===== config.mk =====
export PLATFORM = sky130hd
export DESIGN_NAME = vend_dispense_ctrl
export DESIGN_NICKNAME = d
export VERILOG_FILES = /design/src/rtl/vend_dispense_ctrl.sv
export SDC_FILE = /design/constraint.sdc
export NUM_CORES = 1
export LEC_CHECK = 0
export ABC_AREA = 1
export BUFFER_PORTS_ARGS = -buffer_cell sky130_fd_sc_hd__buf_4
export CAP_MARGIN = 0
export CELL_PAD_IN_SITES_DETAIL_PLACEMENT = 1
export CELL_PAD_IN_SITES_GLOBAL_PLACEMENT = 2
export CORE_MARGIN = 10
export CORE_UTILIZATION = 39
export CTS_BUF_LIST = sky130_fd_sc_hd__clkbuf_16
export DETAILED_ROUTE_END_ITERATION = 10
export PLACE_DENSITY = 0.94
export SLEW_MARGIN = 0
export SYNTH_ARGS = -nofsm -noshare
export SYNTH_HDL_FRONTEND = slang
export SYNTH_SLANG_ARGS = --single-unit

===== constraint.sdc =====
create_clock -name clk -period 2.8 [get_ports clk]
set_input_delay 0.56 -clock clk [delete_from_list [all_inputs] [get_ports clk]]
set_output_delay 0.56 -clock clk [all_outputs]
set_load 0.05 [all_outputs]

===== src/rtl/vend_dispense_ctrl.sv =====
// vend_dispense_ctrl: queues completed sales, runs the item motor, then ejects change coins (2 first, then 1); optional COIN_ACK_TIMEOUT_EN bounds the ejector wait
module vend_dispense_ctrl #(
  parameter int DEPTH = 4,
  parameter int MOTOR_CYCLES = 8,
  parameter int TIMEOUT_CYCLES = 64
) (
  input  logic       clk,
  input  logic       reset,
  input  logic       dispense,
  input  logic [2:0] change,
  output logic       motor_on,
  output logic       coin_req,
  output logic       coin_sel,
  input  logic       coin_ack,
  output logic       vend_done,
  output logic       busy,
  output logic       queue_full,
  output logic       overflow,
  output logic       fault
);
  localparam int AW = $clog2(DEPTH);
  localparam int MW = $clog2(MOTOR_CYCLES + 1);
  localparam logic [AW:0] FULL = (AW + 1)'(DEPTH);
  localparam logic [MW-1:0] MLOAD = MW'(MOTOR_CYCLES - 1);
  typedef enum logic [2:0] {IDLE, MOTOR, COIN_REQ, COIN_GAP, DONE} state_t;
  state_t state, state_n;
  logic [1:0] mem [DEPTH];
  logic [AW-1:0] wr_ptr, rd_ptr;
  logic [AW:0] count;
  logic [1:0] rem, rem_n;
  logic [MW-1:0] mcnt, mcnt_n;
  logic push, pop, timeout;
  logic motor_n, req_n, sel_n, done_n;
  assign queue_full = count == FULL;
  assign busy = state != IDLE || count != '0;
  assign push = dispense && !queue_full;
  assign pop = state == IDLE && count != '0;
  always_ff @(posedge clk)
    if (push) mem[wr_ptr] <= change > 3'd3 ? 2'd3 : change[1:0];
  always_ff @(posedge clk or posedge reset)
    if (reset) begin
      wr_ptr <= '0;
      rd_ptr <= '0;
      count <= '0;
      overflow <= 1'b0;
    end else begin
      wr_ptr <= wr_ptr + AW'(push);
      rd_ptr <= rd_ptr + AW'(pop);
      count <= count + (AW + 1)'(push) - (AW + 1)'(pop);
      overflow <= overflow | (dispense & queue_full);
    end
`ifdef COIN_ACK_TIMEOUT_EN
  localparam int TW = $clog2(TIMEOUT_CYCLES + 1);
  localparam logic [TW-1:0] TLAST = TW'(TIMEOUT_CYCLES - 1);
  logic [TW-1:0] tcnt;
  assign timeout = state == COIN_REQ && !coin_ack && tcnt == TLAST;
  always_ff @(posedge clk or posedge reset)
    if (reset) begin
      tcnt <= '0;
      fault <= 1'b0;
    end else begin
      tcnt <= state == COIN_REQ ? tcnt + 1'b1 : '0;
      fault <= fault | timeout;
    end
`else
  assign timeout = 1'b0;
  assign fault = 1'b0;
`endif
  always_ff @(posedge clk or posedge reset)
    if (reset) begin
      state <= IDLE;
      rem <= '0;
      mcnt <= '0;
      motor_on <= 1'b0;
      coin_req <= 1'b0;
      coin_sel <= 1'b0;
      vend_done <= 1'b0;
    end else begin
      state <= state_n;
      rem <= rem_n;
      mcnt <= mcnt_n;
      motor_on <= motor_n;
      coin_req <= req_n;
      coin_sel <= sel_n;
      vend_done <= done_n;
    end
  always_comb begin
    state_n = state;
    rem_n = rem;
    mcnt_n = mcnt;
    case (state)
      IDLE: if (pop) begin
        state_n = MOTOR;
        rem_n = mem[rd_ptr];
        mcnt_n = MLOAD;
      end
      MOTOR: begin
        state_n = mcnt != '0 ? MOTOR : rem != '0 ? COIN_REQ : DONE;
        mcnt_n = mcnt - 1'b1;
      end
      COIN_REQ: if (coin_ack) begin
        state_n = COIN_GAP;
        rem_n = rem - (rem[1] ? 2'd2 : 2'd1);
      end else if (timeout) begin
        state_n = DONE;
        rem_n = '0;
      end
      COIN_GAP: state_n = rem != '0 ? COIN_REQ : DONE;
      DONE: state_n = IDLE;
      default: state_n = IDLE;
    endcase
  end
  always_comb begin
    motor_n = state_n == MOTOR;
    req_n = state_n == COIN_REQ;
    sel_n = req_n & rem_n[1];
    done_n = state_n == DONE;
  end
endmodule


## After elaboration in Yosys (flattened, before gate mapping)

Memories as Yosys holds them, arrays and structs flattened.
Index checks and enable logic that the tools add are counted.

| storage, ports and cells | value |
|---|---|
| flip-flop bits (word level) | 21 |
| bits in writable memories | 8 |
| memories | 1 |
| bits of input ports | 7 |

| cells by class | value |
|---|---|
| $lt $le $gt $ge | 1 |
| muxes and demuxes | 14 |
| $add $sub $neg | 6 |
| bitwise logic cells | 3 |
| reductions and logical operators | 13 |
| equal/unequal tests | 9 |

Memory list:

| name | depth | width | rd ports | clocked after memory_dff | wr ports | line | text |
|---|---|---|---|---|---|---|---|
| mem | 4 | 2 | 1 | 0 | 1 | 27 | `logic [1:0] mem [DEPTH];` |

Operators with widths:

| operator | count |
|---|---|
| 2-to-1 mux 3 bit | 4 |
| case mux 3 bit (4 select lines) | 1 |
| equality test 3 x 2 -> 1 bit (second input constant) | 3 |
| 2-to-1 mux 2 bit | 4 |
| case mux 4 bit (2 select lines) | 1 |
| equality test 3 x 1 -> 1 bit (second input constant) | 2 |
| equality test 3 bit (second input constant) | 2 |
| nonzero test 2 bit | 3 |
| nonzero test 3 bit | 2 |
| adder 2 x 1 -> 2 bit | 2 |
| 2-to-1 mux 4 bit | 1 |
| inequality test 2 bit (second input constant) | 2 |
| case mux 2 bit (2 select lines) | 1 |
| nonzero test 4 bit | 1 |
| subtractor 4 x 1 -> 4 bit (second input constant) | 1 |
| adder 3 x 1 -> 3 bit | 1 |
| greater-than comparator 3 x 2 -> 1 bit (second input constant) | 1 |
| logical NOT 3 bit | 1 |
| AND reduction 3 bit | 1 |
| subtractor 3 x 1 -> 3 bit | 1 |
| AND 1 bit | 2 |
| logical AND 1 bit | 2 |
| 2-to-1 mux 1 bit | 2 |
| AND reduction 2 bit | 1 |
| 4 further kinds | 4 |

## Depth between registers and ports, before layout

Gate-level depths: netlist of run 1.

| depth | value |
|---|---|
| depth in word-level cells | 6 |
| mapped depth | 10 |
| depth with buffers taken out | 10 |

## Worst setup path after synthesis of run 1

OpenSTA, ideal clock, no wires.

| timing path | value |
|---|---|
| kind | register -> register |
| start point | register count[1] |
| end point | register count[2] |
| path buffers | 0 |
| clock period less this slack | 1783 ps |
| stages on the path, launching flop included | 10 |
| arrival | 1655 ps |
| required time | 2671 ps |
| path slack | 1017 ps |
| setup time | 129 ps |
| cell sequence | dfrtp_1 > inv_1 > nand3_1 > nand2_1 > inv_1 > nand2_1 > nand2_1 > ha_1 > fa_1 > xor2_1 |

| on the way | value |
|---|---|
| longest elaborated chain between the ends | 5 |
| elaborated cells on any way between the ends | 7 |

Ends and longest elaborated chain:

| item | line | text |
|---|---|---|
| from (decl) | 29 | `logic [AW:0] count;` |
| from (signal assigned) | 49 | `count <= count + (AW + 1)'(push) - (AW + 1)'(pop);` |
| equality test 3 bit | 34 | `assign queue_full = count == FULL;` |
| logical NOT 1 bit | 36 | `assign push = dispense && !queue_full;` |
| logical AND 1 bit | 36 |  |
| adder 3 x 1 -> 3 bit | 49 |  |
| subtractor 3 x 1 -> 3 bit * | 49 |  |

Every way passes the cells marked *; elsewhere a longest branch is shown, timed or not.
A chain may end at the register's enable or synchronous reset.

## Final worst setup path of run 1

Same ends and word-level chain as after synthesis.

==> results.toml, run 1 <==
[detailed_routing]
first_pass_iters = 2
vias = 985
wl_per_cell_microns = 13.50
wl_microns = 2835
drtAntennaViolNets = 0
post_drt_via_cell_ratio = 4.690
drt_iter0_markers = 21
drcViolationCount = 0

[clocking]
clock_latency_ps = 270
htreeDepth = 2
root_buffer = "clkbuf_16"
cts_made_buffers = 5
clkTransAtPathRegs_ps = 50
clockBufferDepth = 2
cts-hold-fix-buffers = 0
cts_tree = "done"
cts.sinks = 29
cts_resized = 0
cts_setup_buffers = 0

[global_routing]
grt_usage_pct = 10.20
grt_pass1_vias = 1102
grt_pass1_wl_microns = 4912
antenna_found_initial = 0
gr-total-overflow = 0
grt_max_degree = 22

[finish]
syn_to_final_growth_pct = 20.16
fin_nets = 176
fin_area_sq_um = 1693
num_antenna_cells = 0
drive_gt1_share_pct = 25.61

[setup_path]
crit_type = "reg -> reg"
rrSetupSlack_ps = 840
cp_data_arrival_time_ps = 2110
startpoint_type = "register"
crit_required_ps = 2950
rr_worst_depth = 9
r2r_end = "count[2]"
timing.rr.start = "count[1]"
path_max_fanout = 6
startpoint = "count[1]"
endpoint_kind = "register"

[logic_synthesis]
syn-num-nets = 157
synthCells = 144
ys_seq_area_share_pct = 54.35
ys_warn_count = 0
yosys.area.top_type_share_pct = 37.30
avgSynthCellArea_sq_um = 9.784
synth_seq_cells = 29
synthesis.area_sq_um = 1409
synthTopCellsByArea = "dfrtp_1 (37%), edfxtp_1 (17%), nand2_1 (6.9%)"
ys_types = 27
yosysTopAreaCell = "dfrtp_1"

[sta]
finalMaxSlewViolations = 0
timing.final.crit_share_pct = 70.16
fin_crit_ps = 1965
worst_slew_pin_slew_ps = 835.2
setup_viol = 0
fmax_mhz = 509.0
tns_ps = 0
fin_skew_ps = 2.044
max_slew_margin_pct = 44.26
finalWorstSetupSlack_ps = 835.4
final_hold_viol_count = 0
rsz0062_at_grt = "false"

[floorplanning]
die_area_sq_um = 6417
design.core.area_sq_um = 3416
chipHeight_microns = 80.11
rows = 21
num_io_pins = 15
die_w_microns = 80.11
start_util_pct = 41.25

[run_status]
status = "finished, final reports clean"

[power_and_ir_drop]
combinationalPowerShare_pct = 42.0
worst_ir_drop_vdd_v = 0.0007949
swShare_pct = 41.46
powerDensity_nw_per_um2 = 1238
pwr-share-clk_pct = 23.3
power_frac_seq_pct = 34.7
p_int_mw = 1.227
p_sw_mw = 0.8688
power_leakage_nw = 0.8503

[placement]
hpwl_microns = 2243
io_buffers = 13
place_area_sq_um = 1556
post-place-ws_ps = 829.0
gp_congestion = 0.7013

[flow_run]
maxCapViolCount = 0

[min_path]
min_path_type = "in -> async"
==> worst max-delay path by stage <==
stage | end | slack [ps]
after CTS | count[2] | 820
final | count[2] | 840
after global routing | count[2] | 640
after detailed placement | count[2] | 830
after global placement | count[2] | 930
after floorplan | count[2] | 1020
==> metal layers <==
layer	GRT usage (%)	up-vias	routed length, microns
met5	0	-	0
met4	5.282	0	38
met2	17.66	18	1474
li1	-	488	-
met1	9.596	475	1153
met3	5.345	4	169
==> cells by family after synthesis <==
group / after synthesis / synth area share (%)
other: 1 / 0.2662
AND/OR/NAND/NOR: 65 / 23.09
adder cells (fa/ha/maj): 6 / 5.862
buffers and inverters: 26 / 7.194
AO/OA/AOI/OAI: 13 / 6.749
flip-flops: 29 / 54.35
XOR/XNOR: 4 / 2.487
==> final cells by class <==
cell class / count / area, sq um
inverters: 25 / 93.84
repair buffers: 13 / 97.59
flip-flops and latches: 29 / 765.7
clock inverters: 3 / 11.26
clock buffers: 5 / 125.1
fillers: 411 / 1723
multi-input cells: 89 / 541.8
well taps: 46 / 57.56
==> cells in the final DEF, fill, tap and decap left out <==
cell type   n
a21o_1      1
nor3_1      7
nand3b_4    1
nor2_4      2
nor2_2      5
nand3_1     7
inv_2       5
o21ai_2     2
fa_1        1
a21oi_2     2
nand2_2     3
edfxtp_1    8
ha_1        5
o21ai_0     2
clkbuf_16   5
nand2_4     1
a21oi_1     3
o211ai_1    2
xnor2_1     1
xor2_1      3
nor2_1     11
or2_2       2
dfrtp_1    21
buf_4      13
conb_1      1
nand2_1    26
inv_1      23
a22oi_2     1
==> power by group through the flow <==
stage / Clock (mW) / Combinational, mW / Sequential (mW)
3_5_place_dp: 0 / 0.898 / 0.730
2_1_floorplan: 0 / 0.630 / 0.765
4_1_cts: 0.506 / 0.901 / 0.726
3_3_place_gp: 0 / 0.847 / 0.717
5_1_grt: 0.529 / 1.00 / 0.748
6_report: 0.489 / 0.880 / 0.726
==> synth_stat cells <==
master,count
buf_4,1
xnor2_1,1
a21oi_1,3
nand3b_4,1
or2_2,2
a21oi_2,2
edfxtp_1,8
nand2_2,3
a22oi_2,1
nor2_1,11
inv_1,20
o21ai_0,2
o21ai_2,2
nand2_4,1
xor2_1,3
o211ai_1,2
a21o_1,1
nor2_4,2
dfrtp_1,21
nand2_1,26
nand3_1,7
nor3_1,7
fa_1,1
ha_1,5
conb_1,1
inv_2,5
nor2_2,5
==> sequential cells by signal, indices dropped and copies added (netlist names), 2 cells and up <==
register  count
mem           8
mcnt          4
count         3
state         3
rd_ptr        2
rem           2
wr_ptr        2
==> per-stage QoR <==
stage | cells | power, mW | hold slack (ps) | util, %
after floorplan | 144 | 1.395 | 478.4 | -
after global placement | 202 | 1.564 | 441.9 | 45.57
after detailed placement | 202 | 1.628 | 456.3 | 45.57
after CTS | 210 | 2.133 | 469.9 | 49.56
after global routing | 210 | 2.277 | 491.5 | 49.56
final | 210 | 2.095 | 461.7 | 49.56
==> critical path: stages, from the launching register on <==
cell	delay (ps)
dfrtp_1	390
inv_1	190
nand3_1	130
nand2_1	190
inv_1	90
nand2_1	60
nand2_1	60
ha_1	200
fa_1	380
xor2_1	170
Power figures use the tool's default switching activity.
==> run 2, diff against run 1 <==
ABC_AREA = 0   (was 1)
PLACE_DENSITY = 0.89   (was 0.94)
clock period = 1.88 ns   (was 2.8 ns; I/O delays follow)
==> results.toml, run 2 <==
[run_status]
status = "finished, violations left"
violations = "setup timing"

[detailed_routing]
drt_iter0_markers = 30
wl_per_cell_microns = 16.33
m1WireLength_microns = 1190
wl_microns = 3054
first_pass_iters = 4
vias = 959
post_drt_via_cell_ratio = 5.128
route.met2.wl_microns = 1563
wl_met3_microns = 156
dr.max_layer_used = "met4"
drcViolationCount = 0
drtAntennaViolNets = 0

[finish]
fin_nets = 153
largest_reg_flops = 8
top_regs = "mem (8), mcnt (4)"
largest_register = "mem"
drive_gt1_share_pct = 39.01
multi_input_area_sq_um = 614.3
fillCellCount = 357
finalNonFillerCells = 187
syn_to_final_growth_pct = 29.77
layout_common_cells = "buf_4 (26), dfrtp_1 (21), nor3_1 (10)"
num_antenna_cells = 0
layout_commonest_cell = "buf_4"
finish.utilization_pct = 53.33
fin_area_sq_um = 1822
ff_latch_area_sq_um = 765.7

[floorplanning]
die_w_microns = 80.00
design.core.area_sq_um = 3416
start_util_pct = 41.10
die_area_sq_um = 6399
rows = 21
num_io_pins = 15
chipHeight_microns = 80.00

[setup_path]
crit_chain = "nor3b_4 -> nand2b_4 -> inv_4 -> xnor2_2 -> ha_2 -> fa_2 -> xnor2_2 -> xnor2_1"
crit_type = "reg -> reg"
crit_family = "adder cells"
cp_data_arrival_time_ps = 2050
endpoint_kind = "register"
max_stage_delay_ps = 420
slowest_stage = "dfrtp_1"
path_common_cell = "xnor2_2"
cp_num_buf_inv = 1
startpoint_type = "register"
path_max_fanout = 3
crit_required_ps = 2040

[logic_synthesis]
synthesis.area_sq_um = 1404
synth_edf_count = 8
ys_dominant_reg_cell = "dfrtp_1"
ys_warn_count = 0
synth_top_family_by_area = "simple AND/OR/NAND/NOR gates"
synthTopCellsByArea = "dfrtp_1 (37%), edfxtp_1 (17%), ha_1 (4.5%)"
yosysMostFrequentCell = "dfrtp_1"
synth_compound_area_share_pct = 6.774
synth-xor-area-share_pct = 3.743
synthCells = 110
yosys.area.top_type_share_pct = 37.43
synthTopCellsByCount = "dfrtp_1 (21), nor3_1 (10), edfxtp_1 (8)"
synth.area.mux_share_pct = 4.011
synthAdderAreaFrac_pct = 5.882
synthArstFlopShare_pct = 72.41
synth_seq_cells = 29
ys_types = 39
yosysTopAreaCell = "dfrtp_1"
synth-simple-area-share_pct = 19.88
syn-num-nets = 123
avgSynthCellArea_sq_um = 12.76
ys_seq_area_share_pct = 54.55

[sta]
timing.final.crit_share_pct = 100.6
fin_crit_ps = 1891
fin_skew_ps = 7.176
rsz0062_at_grt = "true"
finalMaxSlewViolations = 0
fmax_mhz = 528.8
final_hold_viol_count = 0
setup_viol = 1
finalWorstSetupSlack_ps = -11.00

[power_and_ir_drop]
worst_ir_drop_vdd_v = 0.0009798
power_leakage_nw = 0.7836
p_sw_mw = 1.272
powerDensity_nw_per_um2 = 1868
pwr-share-clk_pct = 21.7
swShare_pct = 37.37
p_int_mw = 2.131
power_frac_seq_pct = 32.5
combinationalPowerShare_pct = 45.8

[placement]
place_area_sq_um = 1640
hpwl_microns = 2328
placedCellCount = 178
post-place-ws_ps = -59.93
io_buffers = 13
gp_congestion = 0.7970

[min_path]
min_path_type = "in -> async"

[flow_run]
maxCapViolCount = 0

[clocking]
clkTransAtPathRegs_ps = 50
cts_tree = "done"
htreeDepth = 2
clock_latency_ps = 280
clockBufferDepth = 2
cts.sinks = 29
cts_made_buffers = 5
root_buffer = "clkbuf_16"

[global_routing]
grt_pass1_wl_microns = 5271
gr-total-overflow = 0
grt_max_degree = 22
grt_pass1_vias = 1094
antenna_found_initial = 0
grt_usage_pct = 11.02
==> run 2: cell families after synthesis <==
group,count (synthesis)
buffers and inverters,12
xor gates and xnor gates,6
other,1
AOI/OAI and AO/OA,12
adders and majority gates,6
DFF,29
and+or+nand+nor,41
muxes,3
==> run 2: worst paths after layout <==
kind | startpoint | to | slack (ps) | cells past startpoint
max reg2reg | count[0] | count[2] | -10 | 8
max | count[0] | count[2] | -10 | 8
min in group clk | dispense | overflow | 330 | 2
min reg2reg | overflow | overflow | 460 | 1
min | reset | state[1] | 150 | 3
max in group asynchronous | reset | mcnt[1] | 1500 | 3
==> run 2: power by group through the flow <==
stage	clock [mW]	combinational (mW)	sequential, mW
after floorplan	0	0.939	1.18
after global placement	0	1.38	1.09
after detailed placement	0	1.46	1.12
after CTS	0.764	1.55	1.11
after global routing	0.795	1.72	1.14
final	0.738	1.56	1.11
==> run 2: repair_timing <==
item | in CTS | in global routing
setup buffers | 1 | 0
setup endpoints to repair | 2 | 2
hold buffers | 0 | 0
gates resized for setup | 3 | 4
pin swaps | 1 | 2
gates cloned | 0 | 0
==> run 2: cell type report <==
class	instances	share of cell area, %
multi-input cells	69	33.72
repair buffers	28	11.95
clock buffers	5	6.868
flip-flops and latches	29	42.03
clock inverters	3	0.6868
inverters	7	1.580
well taps	46	3.159
==> run 2: worst reg2reg max path: cells and delay by family, from the launching register on <==
| family | cells | cell delay [ps] |
|---|---|---|
| XOR/XNOR | 3 | 380 |
| adder cells (fa/ha/maj) | 2 | 540 |
| buffers and inverters | 1 | 40 |
| flip-flops | 1 | 420 |
| AND/OR/NAND/NOR | 2 | 400 |
==> run 2: per-stage QoR <==
| step | hold slack (ps) | total power, mW | setup TNS (ps) |
|---|---|---|---|
| global placement | 427.5 | 2.472 | 0 |
| finish | 146.6 | 3.403 | -11.00 |
| detailed placement | 447.6 | 2.585 | -59.93 |
| floorplan | 352.5 | 2.114 | -643.3 |
| global route | 184.5 | 3.654 | -116.5 |
| CTS | 150.4 | 3.420 | -14.56 |
==> run 2: per-layer routing <==
layer	GRT usage, %	vias up
met5	0	-
li1	-	450
met4	8.979	0
met3	4.054	12
met2	18.70	22
met1	10.41	475
==> run 3, diff against run 2 <==
MAX_ROUTING_LAYER = met4   (was default)
REMOVE_ABC_BUFFERS = 1   (was default)
==> results.toml, run 3 (synthesis results as in run 2) <==
[finish]
ff_latch_area_sq_um = 768.2
num_antenna_cells = 0
drive_gt1_share_pct = 42.36
largest_reg_flops = 8
syn_to_final_growth_pct = 30.57
layout_common_cells = "buf_4 (31), dfrtp_1 (19), nor3_1 (10)"
fillCellCount = 360
fin_nets = 156
largest_register = "mem"
top_regs = "mem (8), mcnt (4)"
layout_commonest_cell = "buf_4"
multi_input_area_sq_um = 609.3

[min_path]
min_path_type = "in -> async"

[setup_path]
crit_required_ps = 2030
r2r_end = "count[2]"
timing.rr.start = "count[0]"
endpoint_kind = "register"
cp_data_arrival_time_ps = 2080
crit_type = "reg -> reg"
startpoint_type = "register"
path_max_fanout = 4
rr_worst_depth = 7
rrSetupSlack_ps = -50

[global_routing]
grt_max_degree = 22
grt_usage_pct = 10.80
grt_pass1_wl_microns = 5168
gr-total-overflow = 0
antenna_found_initial = 0
grt_pass1_vias = 1087

[clocking]
cts.sinks = 29
clock_latency_ps = 280
clkTransAtPathRegs_ps = 50
root_buffer = "clkbuf_16"
htreeDepth = 2
cts_made_buffers = 5
clockBufferDepth = 2
cts_tree = "done"

[placement]
hpwl_microns = 2205
post-place-ws_ps = -145.6
gp_congestion = 0.7516
io_buffers = 13

[power_and_ir_drop]
pwr-share-clk_pct = 21.5
powerDensity_nw_per_um2 = 1881
swShare_pct = 37.50
power_frac_seq_pct = 32.7
combinationalPowerShare_pct = 45.8
worst_ir_drop_vdd_v = 0.001090
power_leakage_nw = 0.7937
p_sw_mw = 1.293
p_int_mw = 2.155

[floorplanning]
die_w_microns = 80.00
start_util_pct = 41.10
chipHeight_microns = 80.00
rows = 21
die_area_sq_um = 6399
design.core.area_sq_um = 3416
num_io_pins = 15

[detailed_routing]
wl_microns = 3166
vias = 973
drt_iter0_markers = 33
drtAntennaViolNets = 0
first_pass_iters = 4
post_drt_via_cell_ratio = 5.121
drcViolationCount = 0
wl_per_cell_microns = 16.66

[sta]
fin_skew_ps = 5.381
timing.final.crit_share_pct = 102.5
finalWorstSetupSlack_ps = -46.33
setup_viol = 1
rsz0062_at_grt = "true"
fmax_mhz = 519.1
fin_crit_ps = 1926
tns_ps = -46.33
finalMaxSlewViolations = 0
final_hold_viol_count = 0

[run_status]
violations = "setup timing"
status = "finished, violations left"

[flow_run]
maxCapViolCount = 0
==> run 3: power by group through the flow <==
| stage | Combinational, mW | Sequential (mW) | Clock (mW) |
|---|---|---|---|
| detailed placement | 1.42 | 1.11 | 0 |
| global placement | 1.36 | 1.08 | 0 |
| finish | 1.58 | 1.13 | 0.742 |
| floorplan | 0.830 | 1.20 | 0 |
| global route | 1.72 | 1.16 | 0.792 |
| CTS | 1.53 | 1.10 | 0.761 |
==> run 3: repair_timing <==
item	4_1_cts	5_1_grt
setup buffers	1	2
gates resized for setup	4	6
hold buffers	0	0
setup endpoints to repair	2	3
pin swaps	1	1
==> run 3: worst max-delay path: stages (launching register included) <==
cell	delay (ps)
dfrtp_2	440
or3_4	420
nand2_4	70
xnor2_1	70
ha_2	180
fa_2	350
xnor2_2	140
xnor2_1	130
==> run 3: how the worst max path moves through the flow <==
stage                   from       end
floorplan           count[0]  count[2]
global placement    count[0]  count[2]
detailed placement  count[0]  count[2]
CTS                 count[2]  count[2]
global route        count[1]  count[2]
finish              count[0]  count[2]
==> run 3: metrics by stage <==
stage                     hold WS (ps)  power [mW]  util, %  area (sq um)  cells
final                            141.4       3.448    53.66          1833    190
after global routing             167.1       3.667    53.66          1833    190
after CTS                        144.3       3.390    52.49          1793    188
after detailed placement         436.0       2.530    47.69          1629    179
after global placement           429.1       2.445    47.69          1629    179
after floorplan                  352.5       2.032        -          1361    105
==> run 3: routing by layer <==
metal | track usage (%) | wire (microns)
met1 | 10.46 | 1345
met2 | 18.78 | 1694
met3 | 4.392 | 105
met4 | 4.225 | 21
met5 | - | 0
==> run 3: layout make-up <==
type,instances,area share [%]
clock buffer,5,6.826
clock inverter,3,0.7509
inverter,7,1.433
multi-input combinational,69,33.24
sequential,29,41.91
tap,46,3.140
timing repair buffer,31,12.70
